--- src/rtl/cnt_sched_if.sv ---
// cnt_sched_if: bundle of requester-facing signals for the shared counter
// scheduler.
//
// Handshake: a requester raises req_x together with dir_x/len_x and holds
// req_x until it sees done_x; dir_x/len_x are sampled only on the cycle the
// grant is taken. gnt_x stays high for the whole run including the done
// cycle. Dropping req_x while granted (before done_x) aborts the run.
// done_x is a single-cycle pulse and is only ever high together with gnt_x.
//
// Signals:
//   req_a/req_b   requester wants the counter
//   dir_a/dir_b   0 = increment, 1 = decrement
//   len_a/len_b   number of single steps to take
//   clr           clear Q, honoured only while idle with no winner
//   gnt_a/gnt_b   ownership of the counter
//   done_a/done_b run-complete pulse
//   busy          scheduler is not idle
//   Q             counter value
//   state_dbg     scheduler FSM state (debug observation)
interface cnt_sched_if #(
    parameter int WIDTH = 4,
    parameter int LENW  = 4
);
    logic             req_a;
    logic             dir_a;
    logic [LENW-1:0]  len_a;
    logic             req_b;
    logic             dir_b;
    logic [LENW-1:0]  len_b;
    logic             clr;
    logic             gnt_a;
    logic             gnt_b;
    logic             done_a;
    logic             done_b;
    logic             busy;
    logic [WIDTH-1:0] Q;
    logic [1:0]       state_dbg;

    modport master (
        output req_a, dir_a, len_a, req_b, dir_b, len_b, clr,
        input  gnt_a, gnt_b, done_a, done_b, busy, Q, state_dbg
    );

    modport slave (
        input  req_a, dir_a, len_a, req_b, dir_b, len_b, clr,
        output gnt_a, gnt_b, done_a, done_b, busy, Q, state_dbg
    );
endinterface

--- src/rtl/cnt_sched.sv ---
// cnt_sched: shares one up/down counter between requesters A and B.
// Round-robin arbitration grants the counter to one owner, which steps it
// once per cycle for len cycles, then receives a one-cycle done pulse.
//
// Ports:
//   CLK  clock, rising edge
//   RST  asynchronous, active-high reset
//   bus  cnt_sched_if slave modport (requests, grants, done, busy, Q,
//        state_dbg)
//
// All outputs are registered.
module cnt_sched #(
    parameter int WIDTH = 4,
    parameter int LENW  = 4
) (
    input  logic        CLK,
    input  logic        RST,
    cnt_sched_if.slave  bus
);

    localparam logic [1:0] S_IDLE = 2'd0;
    localparam logic [1:0] S_RUN  = 2'd1;
    localparam logic [1:0] S_DONE = 2'd2;

    logic [1:0]       state;
    logic             owner;      // 0 = A, 1 = B
    logic             dir;        // 0 = up, 1 = down
    logic             ptr;        // side that wins a tie (0 = A)
    logic [LENW-1:0]  remaining;
    logic [WIDTH-1:0] q;
    logic             gnt_a;
    logic             gnt_b;
    logic             done_a;
    logic             done_b;
    logic             busy;

    logic             win_a;
    logic             win_b;
    logic             owner_req;

    // A lone requester always wins; on a tie the ptr side wins, so win_a and
    // win_b are mutually exclusive.
    always_comb begin
        win_a     = bus.req_a && (!bus.req_b || !ptr);
        win_b     = bus.req_b && (!bus.req_a ||  ptr);
        owner_req = owner ? bus.req_b : bus.req_a;
    end

    always_ff @(posedge CLK or posedge RST) begin
        if (RST) begin
            state     <= S_IDLE;
            owner     <= 1'b0;
            dir       <= 1'b0;
            ptr       <= 1'b0;
            remaining <= '0;
            q         <= '0;
            gnt_a     <= 1'b0;
            gnt_b     <= 1'b0;
            done_a    <= 1'b0;
            done_b    <= 1'b0;
            busy      <= 1'b0;
        end else begin
            case (state)
                S_IDLE: begin
                    done_a <= 1'b0;
                    done_b <= 1'b0;
                    if (win_a || win_b) begin
                        // A win takes precedence over clr in the same cycle.
                        owner     <= win_b;
                        dir       <= win_b ? bus.dir_b : bus.dir_a;
                        remaining <= win_b ? bus.len_b : bus.len_a;
                        gnt_a     <= win_a;
                        gnt_b     <= win_b;
                        busy      <= 1'b1;
                        state     <= S_RUN;
                    end else if (bus.clr) begin
                        q <= '0;
                    end
                end
                S_RUN: begin
                    if (!owner_req) begin
                        // Abort: no step this cycle, no done pulse.
                        gnt_a <= 1'b0;
                        gnt_b <= 1'b0;
                        busy  <= 1'b0;
                        ptr   <= ~owner;
                        state <= S_IDLE;
                    end else if (remaining != '0) begin
                        q         <= dir ? q - WIDTH'(1) : q + WIDTH'(1);
                        remaining <= remaining - LENW'(1);
                    end else begin
                        done_a <= ~owner;
                        done_b <= owner;
                        ptr    <= ~owner;
                        state  <= S_DONE;
                    end
                end
                S_DONE: begin
                    gnt_a  <= 1'b0;
                    gnt_b  <= 1'b0;
                    done_a <= 1'b0;
                    done_b <= 1'b0;
                    busy   <= 1'b0;
                    state  <= S_IDLE;
                end
                default: begin
                    gnt_a  <= 1'b0;
                    gnt_b  <= 1'b0;
                    done_a <= 1'b0;
                    done_b <= 1'b0;
                    busy   <= 1'b0;
                    state  <= S_IDLE;
                end
            endcase
        end
    end

    assign bus.gnt_a     = gnt_a;
    assign bus.gnt_b     = gnt_b;
    assign bus.done_a    = done_a;
    assign bus.done_b    = done_b;
    assign bus.busy      = busy;
    assign bus.Q         = q;
    assign bus.state_dbg = state;

endmodule

--- src/flat_wrapper.sv ---
// flat-port wrapper written by rule: the top's interface ports become plain ports
module cnt_sched_flat 
#(
    parameter int WIDTH = 4,
    parameter int LENW  = 4
)
  (CLK, RST, bus_req_a, bus_dir_a, bus_len_a, bus_req_b, bus_dir_b, bus_len_b, bus_clr, bus_gnt_a, bus_gnt_b, bus_done_a, bus_done_b, bus_busy, bus_Q, bus_state_dbg);
  cnt_sched_if #(.WIDTH(WIDTH), .LENW(LENW)) bus_i ();
  input  logic CLK;
  input  logic RST;
  input wire logic [$bits(bus_i.req_a)-1:0] bus_req_a;
  input wire logic [$bits(bus_i.dir_a)-1:0] bus_dir_a;
  input wire logic [$bits(bus_i.len_a)-1:0] bus_len_a;
  input wire logic [$bits(bus_i.req_b)-1:0] bus_req_b;
  input wire logic [$bits(bus_i.dir_b)-1:0] bus_dir_b;
  input wire logic [$bits(bus_i.len_b)-1:0] bus_len_b;
  input wire logic [$bits(bus_i.clr)-1:0] bus_clr;
  output wire logic [$bits(bus_i.gnt_a)-1:0] bus_gnt_a;
  output wire logic [$bits(bus_i.gnt_b)-1:0] bus_gnt_b;
  output wire logic [$bits(bus_i.done_a)-1:0] bus_done_a;
  output wire logic [$bits(bus_i.done_b)-1:0] bus_done_b;
  output wire logic [$bits(bus_i.busy)-1:0] bus_busy;
  output wire logic [$bits(bus_i.Q)-1:0] bus_Q;
  output wire logic [$bits(bus_i.state_dbg)-1:0] bus_state_dbg;
  assign bus_i.req_a = bus_req_a;
  assign bus_i.dir_a = bus_dir_a;
  assign bus_i.len_a = bus_len_a;
  assign bus_i.req_b = bus_req_b;
  assign bus_i.dir_b = bus_dir_b;
  assign bus_i.len_b = bus_len_b;
  assign bus_i.clr = bus_clr;
  assign bus_gnt_a = bus_i.gnt_a;
  assign bus_gnt_b = bus_i.gnt_b;
  assign bus_done_a = bus_i.done_a;
  assign bus_done_b = bus_i.done_b;
  assign bus_busy = bus_i.busy;
  assign bus_Q = bus_i.Q;
  assign bus_state_dbg = bus_i.state_dbg;
  cnt_sched #(.WIDTH(WIDTH), .LENW(LENW)) u_core (.CLK(CLK), .RST(RST), .bus(bus_i));
endmodule
--- config.mk ---
export PLATFORM = sky130hd
export DESIGN_NAME = cnt_sched_flat
export DESIGN_NICKNAME = d
export VERILOG_FILES = /design/src/rtl/cnt_sched_if.sv /design/src/rtl/cnt_sched.sv /design/src/flat_wrapper.sv
export SDC_FILE = /design/constraint.sdc
export NUM_CORES = 1
export LEC_CHECK = 0
export ABC_AREA = 0
export BUFFER_PORTS_ARGS = -buffer_cell sky130_fd_sc_hd__clkbuf_2
export CAP_MARGIN = 20
export CORE_MARGIN = 4
export CORE_UTILIZATION = 55
export CTS_CLUSTER_DIAMETER = 50
export DETAILED_ROUTE_END_ITERATION = 7
export GPL_ROUTABILITY_DRIVEN = 0
export PLACE_DENSITY_LB_ADDON = 0.1
export SKIP_LAST_GASP = 1
export SYNTH_ARGS = -nofsm -noshare
export SYNTH_HDL_FRONTEND = slang
export SYNTH_SLANG_ARGS = --single-unit
--- constraint.sdc ---
create_clock -name CLK -period 4.19 [get_ports CLK]
set_clock_uncertainty 0.2 [all_clocks]
set_input_delay 0.2095 -clock CLK [delete_from_list [all_inputs] [get_ports CLK]]
set_output_delay 0.2095 -clock CLK [all_outputs]
set_load 0.02 [all_outputs]
Word-level counts from Yosys, hierarchy flattened
Cells that the tools add are included.
{"block": "totals", "inputBits": 15, "register_bits": 18, "wordCells": 74, "output_inout_bits": 11}
{"block": "op_classes", "reduce_logical": 18, "muxes": 31, "n_addsub": 3, "bitwise": 1, "n_eq_ne": 10}
{"operator": "4-bit 2-to-1 mux", "n": 9}
{"operator": "4-bit case mux with 2 select lines", "n": 2}
{"operator": "1-bit 2-to-1 mux", "n": 13}
{"operator": "2-bit inequality test, second input constant", "n": 5}
{"operator": "2-bit AND reduction", "n": 5}
{"operator": "4-bit by 1-bit subtractor with 4-bit output, second input constant", "n": 2}
{"operator": "2-bit 2-to-1 mux", "n": 3}
{"operator": "2-bit by 1-bit inequality test with 1-bit output, second input constant", "n": 3}
{"operator": "1-bit case mux with 2 select lines", "n": 3}
{"operator": "5-bit AND reduction", "n": 1}
{"operator": "4-bit by 1-bit adder with 4-bit output, second input constant", "n": 1}
{"operator": "2-bit case mux with 2 select lines", "n": 1}
{"operator": "4-bit AND reduction", "n": 1}
{"operator": "4-bit nonzero test", "n": 1}
{"operator": "1-bit logical NOT", "n": 3}
{"operator": "1-bit logical OR", "n": 3}
{"operator": "3-bit inequality test, second input constant", "n": 1}
{"operator": "2-bit by 1-bit equality test with 1-bit output, second input constant", "n": 1}
{"operator": "1-bit logical AND", "n": 2}
{"operator": "2-bit logical NOT", "n": 1}
{"operator": "2-bit nonzero test", "n": 1}
{"operator": "1-bit NOT", "n": 1}

Logic depth before layout (Yosys ltp)
Gate-level depths: netlist of run 1.
{"block": "logic_depth", "ltp_word": 6, "depth_mapped": 7, "ltp_nobuf": 7}

Worst setup path before layout of run 1
OpenSTA, ideal clock, no wires.
{"block": "synth_timing", "kind": "reg2reg", "start": "register u_core.q[1] (netlist: u_core.bus.Q[1])", "end": "register u_core.q[3] (netlist: u_core.bus.Q[3])", "path_slack_ns": 2.332, "path_stages_with_launch": 7, "n_path_buf": 0, "setup_ns": 0.074, "arrival_time_ns": 1.584, "required_time_ns": 3.916, "synth_period_minus_slack_ns": 1.858, "path_cell_list": "dfrtp_1 -> ha_1 -> a21o_1 -> a21oi_1 -> xor2_1 -> or3_1 -> o21ai_2"}
{"block": "synth_via", "elab_chain_cells": 5, "word_cells_on_any_way": 6, "cone_classes": "2 x add/sub; 4 x mux"}
{"item": "start: declaration", "line_no": "cnt_sched.sv:30", "source": "logic [WIDTH-1:0] q;"}
{"item": "start signal: assignment", "line_no": "cnt_sched.sv:89", "source": "q <= dir ? q - WIDTH'(1) : q + WIDTH'(1);"}
{"item": "4-bit by 1-bit adder with 4-bit output / 4-bit by 1-bit subtractor with 4-bit output (equally long branches)", "line_no": "cnt_sched.sv:89"}
{"item": "4-bit 2-to-1 mux *", "line_no": "cnt_sched.sv:89"}
{"item": "4-bit 2-to-1 mux *", "line_no": "cnt_sched.sv:88", "source": "end else if (remaining != '0) begin"}
{"item": "4-bit 2-to-1 mux *", "line_no": "cnt_sched.sv:81", "source": "if (!owner_req) begin"}
{"item": "4-bit case mux with 2 select lines *", "line_no": "cnt_sched.sv:63", "source": "case (state)"}
Mark *: on every way between the ends. The rest lies on a longest branch, timed or not. The select of a mux whose other input is x is not followed.
A chain may end at the register's enable or synchronous reset.

Worst setup path after layout of run 1
{"block": "layout_timing", "start": "register u_core.state[0] (netlist: u_core.bus.state_dbg[0])", "end": "register u_core.remaining[2]"}
{"block": "layout_via", "elab_chain_cells": 3, "word_cells_on_any_way": 8, "cone_classes": "4 x eq/ne; 1 x mux; 3 x reduce/logical"}
{"item": "start: declaration", "line_no": "cnt_sched.sv:25", "source": "logic [1:0] state;"}
{"item": "start signal: assignment", "line_no": "cnt_sched.sv:51", "source": "state <= S_IDLE;"}
{"item": "start signal: assignment", "line_no": "cnt_sched.sv:75", "source": "state <= S_RUN;"}
{"item": "start signal: assignment", "line_no": "cnt_sched.sv:87", "source": "state <= S_IDLE;"}
{"item": "2-bit by 1-bit equality test with 1-bit output / 2-bit logical NOT (equally long branches)", "line_no": "cnt_sched.sv:63"}
{"item": "2-bit by 1-bit inequality test with 1-bit output (no source line) / 2-bit nonzero test (equally long branches)"}
{"item": "4-bit AND reduction (no source line)"}
{"item": "end signal: assignment", "line_no": "cnt_sched.sv:71", "source": "remaining <= win_b ? bus.len_b : bus.len_a;"}
{"item": "end signal: assignment", "line_no": "cnt_sched.sv:90", "source": "remaining <= remaining - LENW'(1);"}
{"item": "end: declaration", "line_no": "cnt_sched.sv:29", "source": "logic [LENW-1:0] remaining;"}
Parallel ways exist; a longest one is shown, timed or not.

==> run metrics, run 1 <==
slew at the pin with the worst max-slew slack 0.666 ns; # rows 15; Clk Tree Root Cell sky130_fd_sc_hd__clkbuf_4; Synthesized Nets approximately 130; number of instances in the synthesized netlist ~110; Die Footprint 0.00270 mm2; register share of total power roughly 34%; cell area after placement around 0.0012 mm2; worst setup margin roughly 2.1 ns; worst hold-check path type in2reg; Syn. warnings 0; Post-CTS Hold Fix Bufs 3; routed length per instance 13.2 um; Yosys top cell by area sky130_fd_sc_hd__dfrtp_1; Slew Limit Headroom between 50% and 60%; switching portion of total power around 45%; layout overhead on the synthesized area 18.8%; Power Density between 700 and 800 mW/mm2; Synth Area per Inst between 9 and 10 um2; static leakage 0.627 nW; latest clock arrival within the worst-skew pair 0.30 ns; clock share of power between 10% and 20%; port buffer count 25; accumulated negative setup slack 0 ns; pin count of the biggest net entering global routing 19; post-cts sizing count 0; overall die height 52 um; critical path startpoint category flip-flop; clock transition at the register clock pins on the worst setup and hold paths after CTS between 0.1 and 0.15 ns; number of DRC markers in iteration 0 19; register bit count reported by yosys 18; top post-synthesis cells by area sky130_fd_sc_hd__dfrtp_1 (42%), sky130_fd_sc_hd__a21oi_1 (5.6%), sky130_fd_sc_hd__nand2_1 (3.9%); Max IR drop VDD just over 0.4 mV; pre-CTS setup slack 2.19 ns; Die X-Extent roughly 52 um; Finish-stage setup viols 0; endpoint type of the worst setup path flip-flop; CTS sink count 18; number of violations of the max-capacitance limit 0; drc violations 0; postcts setup bufs 0; fraction of layout cells with a size suffix above 1 29.2%; async set-or-reset flop fraction in the synthesized netlist 100%; CTS H-tree depth 1; Filler Cells Inserted between 100 and 150; Final period util between 40% and 50%; final critical path time including I/O delays and setup just over 2 ns; CTS tree built; post-synthesis cell area between 0.001 and 0.0015 mm2; number of vias after detailed routing 870; cell internal power dissipation between 0.5 and 0.6 mW; fin area between 0.001 and 0.0015 mm2; buffers from clock root to sink, at most 2; sum of overflow across all layers after global routing 0; sequential cell area fraction in the yosys report between 40% and 50%; Final ANT Viol Nets 0; number of global-route vias before repair around 800; most common library cells after synthesis sky130_fd_sc_hd__dfrtp_1 (18), sky130_fd_sc_hd__a21oi_1 (12), sky130_fd_sc_hd__nand2_1 (11); status finished clean; drt pass-1 iters 4; global-route wire length before repair 3.60 mm; top cell type's share of synthesized area between 40% and 50%; placed wire-length estimate 1.62 mm; max-slew violations 0; Net Switching roughly 0.43 mW; unrepaired setup endpoints after global routing false; Power, Total between 0.9 and 1 mW; number of nets in the layout about 160; critical path peak fanout 9; Num CTS Buffers 3; Post-synth EDFFs 0; final hold slack between 0.09 and 0.1 ns; effective utilization at floorplan 59.7%; Ant. Diodes 0; initial antenna violation count 0; vias per cell ~5.4; final number of hold-violating endpoints 0; most numerous cell in the Yosys netlist sky130_fd_sc_hd__dfrtp_1; CP arrival about 2.1 ns; distinct cell type count after synthesis 40; data required time at the worst endpoint between 4 and 5 ns; maximum clock frequency between 0.4 and 0.5 GHz; Overall Global Routing Usage 18.1%; Core Box Area around 0.0018 mm2; total wire length after detailed routing 2.14 mm; most frequently used flop master after synthesis sky130_fd_sc_hd__dfrtp_1; critical path start-end classification reg2reg; combinational share of power between 50% and 60%; I/O pin count 26
[flip-flops by register name, summed over array words and instances (netlist names)]
name / flops
u_core.bus.gnt_a: 1
u_core.bus.busy: 1
u_core.owner: 1
u_core.bus.done_b: 1
u_core.bus.Q: 4
u_core.bus.state_dbg: 2
u_core.remaining: 4
u_core.bus.gnt_b: 1
u_core.bus.done_a: 1
u_core.ptr: 1
u_core.dir: 1
[final cells by class]
cell class / instances / area, um2 / share of cell area, %
Clock buffer: 4 / 36.3 / 2.87
Inverter: 6 / 22.5 / 1.78
Multi-Input combinational cell: 81 / 569 / 45.0
Sequential cell: 18 / 450 / 35.6
Tap cell: 25 / 31.3 / 2.47
Timing Repair Buffer: 28 / 155 / 12.3
[per-layer routing]
metal / up-vias / track usage, % / share of wire (%)
met2: 30 / 29.7 / 49
met1: 402 / 23.3 / 44
li1: 436 / - / -
met5: - / 0 / 0
met4: 0 / 4.37 / 0.79
met3: 2 / 5.16 / 5.5
[worst max-delay path: stages (launching register included)]
cell and delay (ns):
sky130_fd_sc_hd__dfrtp_1 0.47, sky130_fd_sc_hd__nor2b_1 0.58, sky130_fd_sc_hd__nand3_2 0.22, sky130_fd_sc_hd__nand2_4 0.17
sky130_fd_sc_hd__o21ai_1 0.08, sky130_fd_sc_hd__a22o_1 0.24
[cells in the final DEF (no fill, tap or decap), types with 2 or more instances in the layout]
master	count
sky130_fd_sc_hd__nor2b_1	2
sky130_fd_sc_hd__ha_1	3
sky130_fd_sc_hd__mux2i_1	4
sky130_fd_sc_hd__nand2b_1	4
sky130_fd_sc_hd__o21ai_1	4
sky130_fd_sc_hd__nor2_1	8
sky130_fd_sc_hd__a21oi_1	12
sky130_fd_sc_hd__o31ai_1	2
sky130_fd_sc_hd__o21ai_0	3
sky130_fd_sc_hd__nor3_1	2
sky130_fd_sc_hd__clkbuf_2	25
sky130_fd_sc_hd__inv_1	6
sky130_fd_sc_hd__clkbuf_4	3
sky130_fd_sc_hd__dlygate4sd3_1	3
sky130_fd_sc_hd__o21ai_2	2
sky130_fd_sc_hd__nand2_1	11
sky130_fd_sc_hd__mux2_1	2
sky130_fd_sc_hd__dfrtp_1	18
[logic make-up (layout without fill, tap and decap cells)]
family | count (synthesis) | in the layout | share of synthesized area, %
compound gates | 32 | 32 | 20.7
xor+xnor | 2 | 2 | 1.65
fa+ha+maj | 4 | 4 | 5.41
buf+inv | 9 | 38 | 4.23
flops | 18 | 18 | 42.3
mux | 7 | 7 | 7.29
simple gates | 36 | 36 | 18.4
[path summary, 6_finish.rpt]
path | startpoint | end | slack, ns | depth (start not counted)
setup reg to reg | u_core.bus.state_dbg[0] | u_core.remaining[2] | 2.13 | 5
min in group asynchronous | RST | u_core.bus.state_dbg[0] | 0.34 | 3
max in group asynchronous | RST | u_core.bus.Q[1] | 3.02 | 3
setup / recovery | u_core.bus.state_dbg[0] | u_core.remaining[2] | 2.13 | 5
hold / removal | bus_clr | u_core.bus.Q[1] | 0.1 | 4
hold reg to reg | u_core.bus.gnt_a | u_core.bus.gnt_a | 0.32 | 2
[power by group through the flow]
stage,Clock (mW),Sequential (mW),Combinational [mW]
4_1_cts,0.110,0.328,0.519
2_1_floorplan,0,0.363,0.365
5_1_grt,0.119,0.344,0.576
3_5_place_dp,0,0.331,0.514
3_3_place_gp,0,0.325,0.506
6_report,0.107,0.328,0.517
[stage by stage]
step,instances,util (%)
6_report,162,70.9
5_1_grt,162,70.9
4_1_cts,162,70.9
3_5_place_dp,155,67.2
3_3_place_gp,155,67.2
2_1_floorplan,108,-
Power figures use the tool's default switching activity.
==> inputs of run 2 (changes only) <==
- CORE_UTILIZATION: 55 -> 52
- clock period: 4.19 -> 1.93 ns (I/O delays scaled with it)
==> run 2 against run 1 <==
Sequential power rose by 110%. Core utilization fell by 3.1 points. Sequential share of layout area fell by 1.7 points. Clock power rose by 73%. Cell area rose by 5.2%. Maximum frequency rose by 10%. Combinational power rose by 150%. Die area rose by 4.9%. Critical path type unchanged. Critical endpoint is now u_core.remaining[0]. Largest cell class unchanged. Largest power group unchanged. Highest routed layer unchanged.
==> run metrics, run 2 (same netlist as run 1, synthesis figures left out) <==
CTS tree built; total wire length after detailed routing around 2.3 mm; slew at the pin with the worst max-slew slack around 0.70 ns; max-slew violations 0; fin area roughly 0.0013 mm2; static leakage 0.652 nW; number of vias after detailed routing slightly above 900; Filler Cells Inserted around 180; CP arrival around 1.9 ns; pre-CTS setup slack between 0.02 and 0.025 ns; latest clock arrival within the worst-skew pair 0.29 ns; status finished clean; layout overhead on the synthesized area 25.0%; # rows 16; worst setup margin 0.0623 ns; leading cell type in the layout, fill and taps excluded sky130_fd_sc_hd__clkbuf_2; worst hold-check path type in2reg; maximum clock frequency about 0.54 GHz; initial antenna violation count 0; critical path start-end classification reg2reg; overall die height around 53 um; routed length per instance roughly 14 um; clock transition at the register clock pins on the worst setup and hold paths after CTS ~0.1 ns; cell area after placement about 0.0012 mm2; Final ANT Viol Nets 0; final number of hold-violating endpoints 0; final critical path time including I/O delays and setup 1.87 ns; Max IR drop VDD about 0.86 mV; number of nets in the layout between 150 and 200; Final period util a little over nine tenths; global-route wire length before repair between 3 and 4 mm; data required time at the worst endpoint around 1.9 ns; port buffer count 25; Num CTS Buffers 3; Ant. Diodes 0; number of DRC markers in iteration 0 14; Die Footprint around 0.0028 mm2; Clk Tree Root Cell sky130_fd_sc_hd__clkbuf_4; I/O pin count 26; number of violations of the max-capacitance limit 0; Die X-Extent roughly 53 um; endpoint type of the worst setup path flip-flop; critical path peak fanout 8; number of global-route vias before repair a little over 800; CTS H-tree depth 1; effective utilization at floorplan a little over half; drc violations 0; placed wire-length estimate ~1.6 mm; top library cells by usage in the layout, fill and taps aside sky130_fd_sc_hd__clkbuf_2 (25), sky130_fd_sc_hd__dfrtp_1 (17), sky130_fd_sc_hd__a21oi_1 (11), sky130_fd_sc_hd__nand2_1 (11), sky130_fd_sc_hd__nor2_1 (8); Finish-stage setup viols 0; accumulated negative setup slack 0 ns; Finished Layout Cells approximately 170; critical path startpoint category flip-flop; Overall Global Routing Usage ~18%; pin count of the biggest net entering global routing 19; Core Box Area roughly 0.002 mm2; vias per cell 5.42; sum of overflow across all layers after global routing 0; placed cell count 160; drt pass-1 iters 4; fraction of layout cells with a size suffix above 1 a little over a third; Power Density 1630 mW/mm2; buffers from clock root to sink, at most 2; Slew Limit Headroom 53.6%; CTS sink count 18
[run 2: cell types whose count changed in the layout (fill, tap and decap cells not counted), sizes merged]
cell         delta
dlygate4sd3     +1
buf             +4
clkbuf          -1
[run 2: what timing repair did]
item | in CTS | in global routing
hold buffers | 4 | 0
endpoints found under the setup margin | 0 | 7
resized for setup | 0 | 9
endpoints found under the hold margin | 21 | 0
setup buffers | 0 | 1
[run 2: path summary, 6_finish.rpt]
path,start,to,slack (ns),cells past startpoint
max,u_core.remaining[0],u_core.remaining[0],0.06,6
min,bus_len_b[0],u_core.remaining[0],0.01,4
max reg2reg,u_core.remaining[0],u_core.remaining[0],0.06,6
min reg2reg,u_core.bus.gnt_a,u_core.bus.gnt_a,0.29,2
max in group asynchronous,RST,u_core.dir,0.82,3
min in group asynchronous,RST,u_core.bus.busy,0.23,3
[run 2: area by class of cell]
class                   instances  area [um2]  area share (%)
clock buffers                   3        22.5            1.69
flip-flops and latches         18         452            33.9
repair buffers                 33         195            14.7
well taps                      27        33.8            2.54
inverters                       6        22.5            1.69
multi-input cells              81         606            45.5
[run 2: report_power, final]
group	switching, mW	total (mW)	leakage, nW	internal [mW]
combinational	0.718	1.28	0.417	0.564
clock	0.113	0.185	0.0138	0.0725
sequential	0.160	0.703	0.222	0.544
[run 2: worst max-delay path, cell delays in order, from the launching register on]
cell and delay (ns):
sky130_fd_sc_hd__dfrtp_1 0.41, sky130_fd_sc_hd__inv_2 0.09, sky130_fd_sc_hd__ha_4 0.14, sky130_fd_sc_hd__or3b_4 0.43, sky130_fd_sc_hd__nand3_4 0.12, sky130_fd_sc_hd__nand2_4 0.08, sky130_fd_sc_hd__a211o_1 0.28
[run 2: metrics by stage]
step | util, % | hold WS (ns) | power [mW]
floorplan | - | -0.165 | 1.58
global placement | 62.4 | 0.0109 | 1.85
detailed placement | 62.4 | 0.0245 | 1.88
CTS | 65.6 | 0.00395 | 2.07
global route | 67.9 | 0.0149 | 2.39
finish | 67.9 | 0.0140 | 2.17
[run 2: metal layers]
layer  GRT usage (%)  vias up  share of wire, %
met1            22.7      442                45
li1                -      451                 -
met3            4.23        2               3.5
met2            28.4       16                51
met4            7.66        0              0.82
met5               0        -                 0
==> inputs of run 3 (changes only) <==
- clock period: 1.93 -> 1.91 ns (I/O delays scaled with it)
==> run 3 against run 2 <==
Cell count grew 1.2%. Routed wire length shrank 8.0%. Sequential power shrank 0.6%. Sequential share of layout area is 0.26 points higher. Core utilization shrank 0.70 points. First-iteration DRC count rose by 7.1%. Register-to-register slack hardly changed. Total power decreased by 1.0%. Die area did not move. Global-route usage fell by 0.46 points. Maximum frequency is 0.67% higher. Critical path type unchanged.
==> run metrics, run 3 (same netlist as run 1, synthesis figures left out) <==
status finished clean; Slew Limit Headroom between 50% and 60%; Num CTS Buffers 3; number of vias after detailed routing between 800 and 900; critical path startpoint category flip-flop; global-route wire length before repair 3.55 mm; total wire length after detailed routing 2.13 mm; Core Box Area about 0.0020 mm2; Filler Cells Inserted about 170; number of global-route vias before repair between 800 and 900; initial antenna violation count 0; critical path start-end classification reg2reg; final critical path time including I/O delays and setup approximately 1.9 ns; Ant. Diodes 0; max-slew violations 0; clock transition at the register clock pins on the worst setup and hold paths after CTS 0.10 ns; Final ANT Viol Nets 0; drc violations 0; Overall Global Routing Usage between 10% and 20%; placed wire-length estimate between 1.5 and 2 mm; WL met1 approximately 980 um; unrepaired setup endpoints after global routing false; fraction of layout cells with a size suffix above 1 32.9%; Max IR drop VDD 0.778 mV; critical path startpoint u_core.remaining[0]; latest clock arrival within the worst-skew pair between 0.2 and 0.3 ns; slew at the pin with the worst max-slew slack between 0.6 and 0.7 ns; beginning of the worst register-to-register path u_core.remaining[0]; Die X-Extent between 50 and 60 um; Die Footprint roughly 0.0028 mm2; number of DRC markers in iteration 0 15; # rows 16; routed length per instance around 13 um; area of combinational cells with multiple inputs between 500 and 600 um2; number of nets in the layout 164; combined flip-flop and latch cell area 450 um2; buffers from clock root to sink, at most 2; Largest stage delay, worst path about 0.42 ns; metal2 WL about 1 mm; layout overhead on the synthesized area 23.7%; top library cells by usage in the layout, fill and taps aside sky130_fd_sc_hd__clkbuf_2 (25), sky130_fd_sc_hd__dfrtp_1 (18), sky130_fd_sc_hd__a21oi_1 (11), sky130_fd_sc_hd__nand2_1 (11), sky130_fd_sc_hd__nor2_1 (8); Finish-stage setup viols 0; accumulated negative setup slack 0 ns; static leakage approximately 0.65 nW; Critical-path top delay cell sky130_fd_sc_hd__or3b_4; CP Cell Sequence inv_1, ha_1, or3b_4, nand3_4, nand2_4, a211o_1; vias per cell 5.28; sum of overflow across all layers after global routing 0; overall die height about 53 um; data required time at the worst endpoint 1.89 ns; Met3 Routed Length approximately 95 um; Final period util between 90% and 100%; leading cell type in the layout, fill and taps excluded sky130_fd_sc_hd__clkbuf_2; number of violations of the max-capacitance limit 0; effective utilization at floorplan approximately 54%; Clk Tree Root Cell sky130_fd_sc_hd__clkbuf_4; CP arrival about 1.8 ns; final number of hold-violating endpoints 0; Power Density around 1600 mW/mm2; drt pass-1 iters 4; I/O pin count 26; placed cell count roughly 160; CTS sink count 18; worst hold-check path type in2reg; port buffer count 25; min-delay src bus_clr; cell family with most CP delay simple AND/OR/NAND/NOR gates; Finished Layout Cells between 150 and 200; endpoint type of the worst setup path flip-flop; maximum clock frequency between 0.5 and 0.6 GHz; critical path peak fanout 8; CTS tree built; CTS H-tree depth 1; DR top layer met4; pin count of the biggest net entering global routing 19; number of buffer and inverter stages on the critical path 1
-- run 3: cell types whose count changed in the layout (fill, tap and decap cells not counted), sizes merged --
cell | previous run | this run
dlygate4sd3 | 4 | 3
buf | 4 | 7
-- run 3: final cells by class --
type / instances / area share [%]
Sequential cell: 18 / 34.2
Timing Repair Buffer: 35 / 15.8
Inverter: 6 / 1.71
Clock buffer: 3 / 1.71
Tap cell: 27 / 2.56
Multi-Input combinational cell: 81 / 44.1
-- run 3: report_power, final --
group | switching [mW] | internal, mW | leakage [nW]
sequential | 0.152 | 0.547 | 0.223
combinational | 0.700 | 0.564 | 0.418
clock | 0.111 | 0.0732 | 0.0138
total | 0.963 | 1.18 | 0.655
-- run 3: path summary, 6_finish.rpt --
check | cells past startpoint | slack (ns) | end
max in group asynchronous | 3 | 0.85 | u_core.bus.done_a
min reg2reg | 2 | 0.31 | u_core.bus.gnt_a
max reg2reg | 6 | 0.05 | u_core.remaining[0]
max | 6 | 0.05 | u_core.remaining[0]
min | 4 | 0.007 | u_core.bus.Q[0]
min in group asynchronous | 3 | 0.23 | u_core.dir
-- run 3: metrics by stage --
stage	util, %	cell area, um2	power (mW)	setup WS [ns]	hold slack (ns)
4_1_cts	66.2	1300	2.13	0.0119	0.000198
2_1_floorplan	-	1060	1.60	0.0518	-0.166
6_report	67.2	1320	2.15	0.0547	0.00653
5_1_grt	67.2	1320	2.35	0.00286	0.0129
3_5_place_dp	63.5	1250	1.94	0.0280	0.0174
3_3_place_gp	63.5	1250	1.91	0.0860	0.0147
-- run 3: worst min-delay path: cells and delay by family --
kind / cells / cell delay, ns
AND/OR/NAND/NOR: 1 / 0.07
buffers and inverters: 1 / 0.11
AO/OA/AOI/OAI: 2 / 0.19
-- run 3: per-layer routing --
metal | global-route usage (%) | up-vias
li1 | - | 454
met1 | 22.4 | 418
met2 | 28.2 | 20
met3 | 2.54 | 6
met4 | 8.09 | 0
met5 | 0 | -
-- run 3: repair_timing --
action	in CTS	in global routing
endpoints found under the hold margin	19	0
buffers inserted	0	1
hold buffers	3	0
setup endpoints to repair	0	3
gates resized for setup	0	2
